===== config.mk =====
export PLATFORM = sky130hd
export DESIGN_NAME = if_id_stage
export DESIGN_NICKNAME = d
export VERILOG_FILES = /design/src/rtl/pipeline_pkg.sv /design/src/rtl/hazard_detect.sv /design/src/rtl/if_id_stage.sv
export SDC_FILE = /design/constraint.sdc
export NUM_CORES = 1
export LEC_CHECK = 0
export CAP_MARGIN = 20
export CORE_ASPECT_RATIO = 0.7
export CORE_UTILIZATION = 40
export CTS_CLUSTER_SIZE = 40
export DETAILED_ROUTE_END_ITERATION = 8
export PLACE_DENSITY_LB_ADDON = 0.08
export SYNTH_ARGS = -nofsm -noshare
export SYNTH_HDL_FRONTEND = slang
export SYNTH_SLANG_ARGS = --single-unit
export TNS_END_PERCENT = 10

===== constraint.sdc =====
create_clock -name clk_i -period 13.7 [get_ports clk_i]
set_input_delay 2.74 -clock clk_i [delete_from_list [all_inputs] [get_ports clk_i]]
set_output_delay 2.74 -clock clk_i [all_outputs]
set_load 0.02 [all_outputs]

===== src/rtl/pipeline_pkg.sv =====
// Shared pipeline constants and the IF/ID register layout used by the fetch
// front end and the hazard logic.
package pipeline_pkg;

    localparam int XLEN       = 32;
    localparam int REG_ADDR_W = 5;
    localparam int RS1_LSB    = 15;
    localparam int RS2_LSB    = 20;

    localparam logic [XLEN-1:0] PC_STEP   = 32'd4;
    localparam logic [XLEN-1:0] NOP_INSTR = 32'h0000_0013;  // addi x0, x0, 0

    typedef struct packed {
        logic [XLEN-1:0] pc;
        logic [XLEN-1:0] instr;
        logic            valid;
    } ifid_t;

endpackage


===== src/rtl/hazard_detect.sv =====
// Load-use hazard detection: flags an IF/ID instruction whose source registers
// are written by a load currently sitting in ID/EX.
module hazard_detect
    import pipeline_pkg::*;
(
    input  logic [REG_ADDR_W-1:0] rs1,
    input  logic [REG_ADDR_W-1:0] rs2,
    input  logic                  ifid_valid,
    input  logic                  idex_memread,
    input  logic [REG_ADDR_W-1:0] idex_rd,
    output logic                  hazard
);

    // Both source fields are compared regardless of format; a false match only
    // costs one bubble, never correctness.
    assign hazard = idex_memread & (idex_rd != '0) & ifid_valid &
                    ((idex_rd == rs1) | (idex_rd == rs2));

endmodule


===== src/rtl/if_id_stage.sv =====
// Fetch front end: PC register, IF/ID pipeline register, load-use stall,
// ID-resolved branch redirect/flush and saturating stall/flush event counters.
module if_id_stage
    import pipeline_pkg::*;
#(
    parameter logic [XLEN-1:0] RESET_PC     = 32'h0000_0000,
    parameter logic [XLEN-1:0] BUBBLE_INSTR = 32'h0000_0000,
    parameter int              CNT_W        = 16
) (
    input  logic                  clk_i,
    input  logic                  rst_i,
    input  logic [XLEN-1:0]       instr_i,
    input  logic                  mem_stall_i,
    input  logic                  branch_taken_i,
    input  logic [XLEN-1:0]       branch_target_i,
    input  logic                  idex_memread_i,
    input  logic [REG_ADDR_W-1:0] idex_rd_i,
    output logic [XLEN-1:0]       pc_o,
    output logic [XLEN-1:0]       ifid_pc_o,
    output logic [XLEN-1:0]       ifid_instr_o,
    output logic                  ifid_valid_o,
    output logic                  noop_o,
    output logic                  stall_o,
    output logic [CNT_W-1:0]      stall_cnt_o,
    output logic [CNT_W-1:0]      flush_cnt_o
);

    logic [XLEN-1:0]  pc_p0;
    ifid_t            ifid_p1;
    logic [CNT_W-1:0] stall_cnt_q;
    logic [CNT_W-1:0] flush_cnt_q;
    logic             hazard;
    logic             branch_eff;

    function automatic logic [CNT_W-1:0] sat_inc(input logic [CNT_W-1:0] v);
        return (&v) ? v : v + {{(CNT_W-1){1'b0}}, 1'b1};
    endfunction

    hazard_detect u_hazard_detect (
        .rs1          (ifid_p1.instr[RS1_LSB +: REG_ADDR_W]),
        .rs2          (ifid_p1.instr[RS2_LSB +: REG_ADDR_W]),
        .ifid_valid   (ifid_p1.valid),
        .idex_memread (idex_memread_i),
        .idex_rd      (idex_rd_i),
        .hazard       (hazard)
    );

    // A branch whose operands are still being loaded must wait for the stall.
    assign branch_eff = branch_taken_i & ifid_p1.valid & ~hazard;
    assign noop_o     = hazard & ~mem_stall_i;
    assign stall_o    = hazard | mem_stall_i;

    // IF -> ID boundary: PC, IF/ID register and event counters.
    always_ff @(posedge clk_i or posedge rst_i) begin
        if (rst_i) begin
            pc_p0       <= RESET_PC;
            ifid_p1     <= '{pc: '0, instr: BUBBLE_INSTR, valid: 1'b0};
            stall_cnt_q <= '0;
            flush_cnt_q <= '0;
        end else if (!mem_stall_i) begin
            if (hazard) begin
                stall_cnt_q <= sat_inc(stall_cnt_q);
            end else if (branch_eff) begin
                pc_p0       <= branch_target_i;
                ifid_p1     <= '{pc: '0, instr: BUBBLE_INSTR, valid: 1'b0};
                flush_cnt_q <= sat_inc(flush_cnt_q);
            end else begin
                pc_p0       <= pc_p0 + PC_STEP;
                ifid_p1     <= '{pc: pc_p0, instr: instr_i, valid: 1'b1};
            end
        end
    end

    assign pc_o         = pc_p0;
    assign ifid_pc_o    = ifid_p1.pc;
    assign ifid_instr_o = ifid_p1.instr;
    assign ifid_valid_o = ifid_p1.valid;
    assign stall_cnt_o  = stall_cnt_q;
    assign flush_cnt_o  = flush_cnt_q;

endmodule


==> impl_metrics.csv <==
group,metric,value,unit
timing,period_share,0.644,
final_layout,fin_area,8980,um^2
placement,port_buffers,204,
logic_synthesis,ys_warn_count,0,
cts,path_clk_slew,60,ps
power,leakage,3.89,nW
grt,gr-usage-all-layers,0.234,
final_layout,finalNonFillerCells,1066,
logic_synthesis,avgSynthCellArea,9.24,um^2
hold_path,min_path_type,"flip-flop to flip-flop",
timing,clock_skew,9.96,ps
power,power.share.clock,0.329,
final_layout,diodes,0,
logic_synthesis,synthMuxAreaShare,0.0139,
critical_path,cp-startpoint,"idex_rd_i[0]",
critical_path,critPathRequiredTime,10960,ps
floorplanning,rows,37,
logic_synthesis,ys_types,48,
power,power_frac_seq,0.377,
critical_path,endpoint_kind,"output pin",
grt,grt.overflow.total,0,
critical_path,reg2reg_to,"pc_o[6]",
timing,final.setup.tns,0,ps
route,drtIter0Drc,451,
timing,relSlewSlack,0.400,
logic_synthesis,synth_edf_count,0,
logic_synthesis,synth_nets,747,
timing,setup-violations-final,0,
power,power.total,1.39,mW
route,vias,5644,
floorplanning,die_x,151,um
final_layout,final_common_cell,"clkdlybuf4s50_1",
logic_synthesis,syn-cell-area,6190,um^2
critical_path,path_max_fanout,69,
final_layout,final_layout_size_suffix_gt1_frac,0.0838,
logic_synthesis,postSynthRegisterBits,129,
placement,placed_cell_area,8320,um^2
route,top_layer,"met4",
timing,fin_hold_ws,465,ps
cts,numCtsBuffers,17,
final_layout,syn2layout_area_growth,44.9,%
floorplanning,dieArea,16000,um^2
cts,ctsHoldBuffers,0,
critical_path,r2r_setup_slack,10250,ps
flow_run,maxCapViolCount,0,
grt,grt_pass1_wl,28900,um
cts,clock_latency,410,ps
final_layout,post-route-util,0.602,
hold_path,min-delay-start,"ifid_instr_o[2]",
logic_synthesis,dominantRegCellSynth,"dfrtp_1",
timing,slew_violations,0,
final_layout,multi_input_area,2730,um^2
route,wl_met1,8220,um
critical_path,rr_startpoint,"ifid_instr_o[17]",
critical_path,path_class,"primary input to output pin",
route,wl_per_cell,16.8,um
grt,grt_max_degree,121,
power,ir_drop,0.0909,mV
logic_synthesis,synthArstFlopShare,1.00,
timing,worst_pin_slew,900,ps
route,dr.pass1.iters,5,
timing,finalHoldViolations,0,
logic_synthesis,synth_compound_area_frac,0.133,
cts,clockBufferDepth,2,
critical_path,crit_arrival,6080,ps
final_layout,layout_common_cells,"clkdlybuf4s50_1 (204), nand2_1 (153), dfrtp_1 (129)",
final_layout,fill_cells,1292,
cts,cts_tree,"built",
status,status,"finished clean",
final_layout,fin_nets,935,
power,swShare,0.339,
logic_synthesis,synth_xor_area_frac,0.0537,
cts,clock_sinks,129,
placement,place_ws,4930,ps
grt,grt_pass1_vias,5469,
placement,place.detailed.hpwl,12200,um
cts,cts_resized,0,
logic_synthesis,yosys.area_share.simple,0.232,
logic_synthesis,syn_inst,670,
grt,antenna_found_initial,0,
floorplanning,start_util,0.415,
route,wl_met3,1570,um
route,ant_nets,0,
logic_synthesis,ys_seq_area_frac,0.521,
cts,htreeDepth,4,
route,wl_met2,7900,um
placement,place.gp.congestion,0.878,
route,drt_wl_total,17900,um
cts,ctsRootBufferMaster,"clkbuf_16",
power,comb_power_share,0.294,
final_layout,seq_area,3230,um^2
floorplanning,core,14900,um^2
hold_path,hold_end,"ifid_instr_o[2]",
logic_synthesis,synth_top_family_by_area,"simple AND/OR/NAND/NOR gates",
power,p_switching,470,uW
placement,place_inst,1031,
floorplanning,fp.dieH,106,um
timing,layout_setup_ws,4880,ps
critical_path,ff2ff_path_depth,9,
timing,rsz0062_at_grt,"no",
route,via_per_inst,5.29,
power,internal_power,916,uW
hold_path,hold-path-cell-count,2,
timing,fin_crit,8820,ps
timing,clock.fmax,113,MHz
logic_synthesis,synth_fa_ha_area_frac,0.00606,
route,drc,0,
cts,post_cts_buffers,0,
critical_path,cp-start-kind,"primary input",
power,pwr_density_cell,154,nW/um^2
floorplanning,ios,205,
synth_stat cells (2+ instances only):
master,instances,area (um^2)
nand2_1,154,578
dfrtp_1,129,3230
nand3_1,57,285
o21ai_0,46,230
a21oi_1,36,180
nand4_1,27,169
clkbuf_1,24,90.1
nor2_1,23,86.3
xor2_1,20,175
xnor2_1,18,158
buf_2,13,65.1
o22ai_1,12,75.1
inv_1,11,41.3
a2bb2oi_1,9,78.8
and3_1,9,56.3
nor3_1,8,40.0
a2bb2oi_2,7,105
nor4_1,7,43.8
nor2_2,6,37.5
o21ai_1,6,30.0
mux2_2,5,56.3
and4_1,3,26.3
buf_6,3,33.8
ha_1,3,37.5
mux2i_1,3,30.0
or4_1,3,22.5
a22oi_1,2,15.0
and2_1,2,12.5
and3_2,2,15.0
buf_4,2,15.0
nor3_2,2,20.0
o31ai_2,2,25.0
worst max path at each step:
| stage | slack (ps) | cells past startpoint | endpoint |
|---|---|---|---|
| 6_report | 4880 | 7 | stall_o |
| 5_1_grt | 4720 | 8 | stall_o |
| 4_1_cts | 4930 | 7 | stall_o |
| 3_5_place_dp | 4930 | 7 | stall_o |
| 3_3_place_gp | 5050 | 7 | stall_o |
| 2_1_floorplan | 6870 | 7 | stall_o |
worst max-delay path: stages:
cell and delay [ps]:
clkdlybuf4s50_1 490, or4_1 580, o211ai_2 340, o21a_2 170, buf_4 610, inv_4 410
clkdlybuf4s50_1 650
cells by family (layout without fill, tap and decap cells):
family	count (synthesis)	count (layout)
AO/OA/AOI/OAI	129	129
XOR/XNOR	38	38
adder cells (fa/ha/maj)	3	3
buffers and inverters	54	255
flip-flops	129	129
multiplexers	8	8
AND/OR/NAND/NOR	309	309
sequential cells by signal (all words and copies together) (netlist names):
register,cells
flush_cnt_o,16
ifid_instr_o,32
stall_cnt_o,16
ifid_valid_o,1
pc_o,32
ifid_pc_o,32
area by class of cell:
cell class	instances	area share
clock inverters	14	0.0174
well taps	195	0.0272
inverters	12	0.00585
flip-flops and latches	129	0.360
clock buffers	18	0.0489
repair buffers	211	0.237
multi-input cells	487	0.304
power groups by stage:
stage                     sequential, mW  combinational [mW]  clock, mW
final                              0.522               0.407      0.455
after global routing               0.533               0.442      0.482
after CTS                          0.522               0.407      0.463
after detailed placement           0.527               0.405          0
after global placement             0.524               0.400          0
after floorplan                    0.593               0.133          0
layer usage:
layer  vias up  GRT usage
li1       2707          -
met2       235      0.340
met5         -          0
met4         0     0.0686
met1      2686      0.332
met3        16     0.0725
Note: power is estimated with default switching activity, not from simulation.
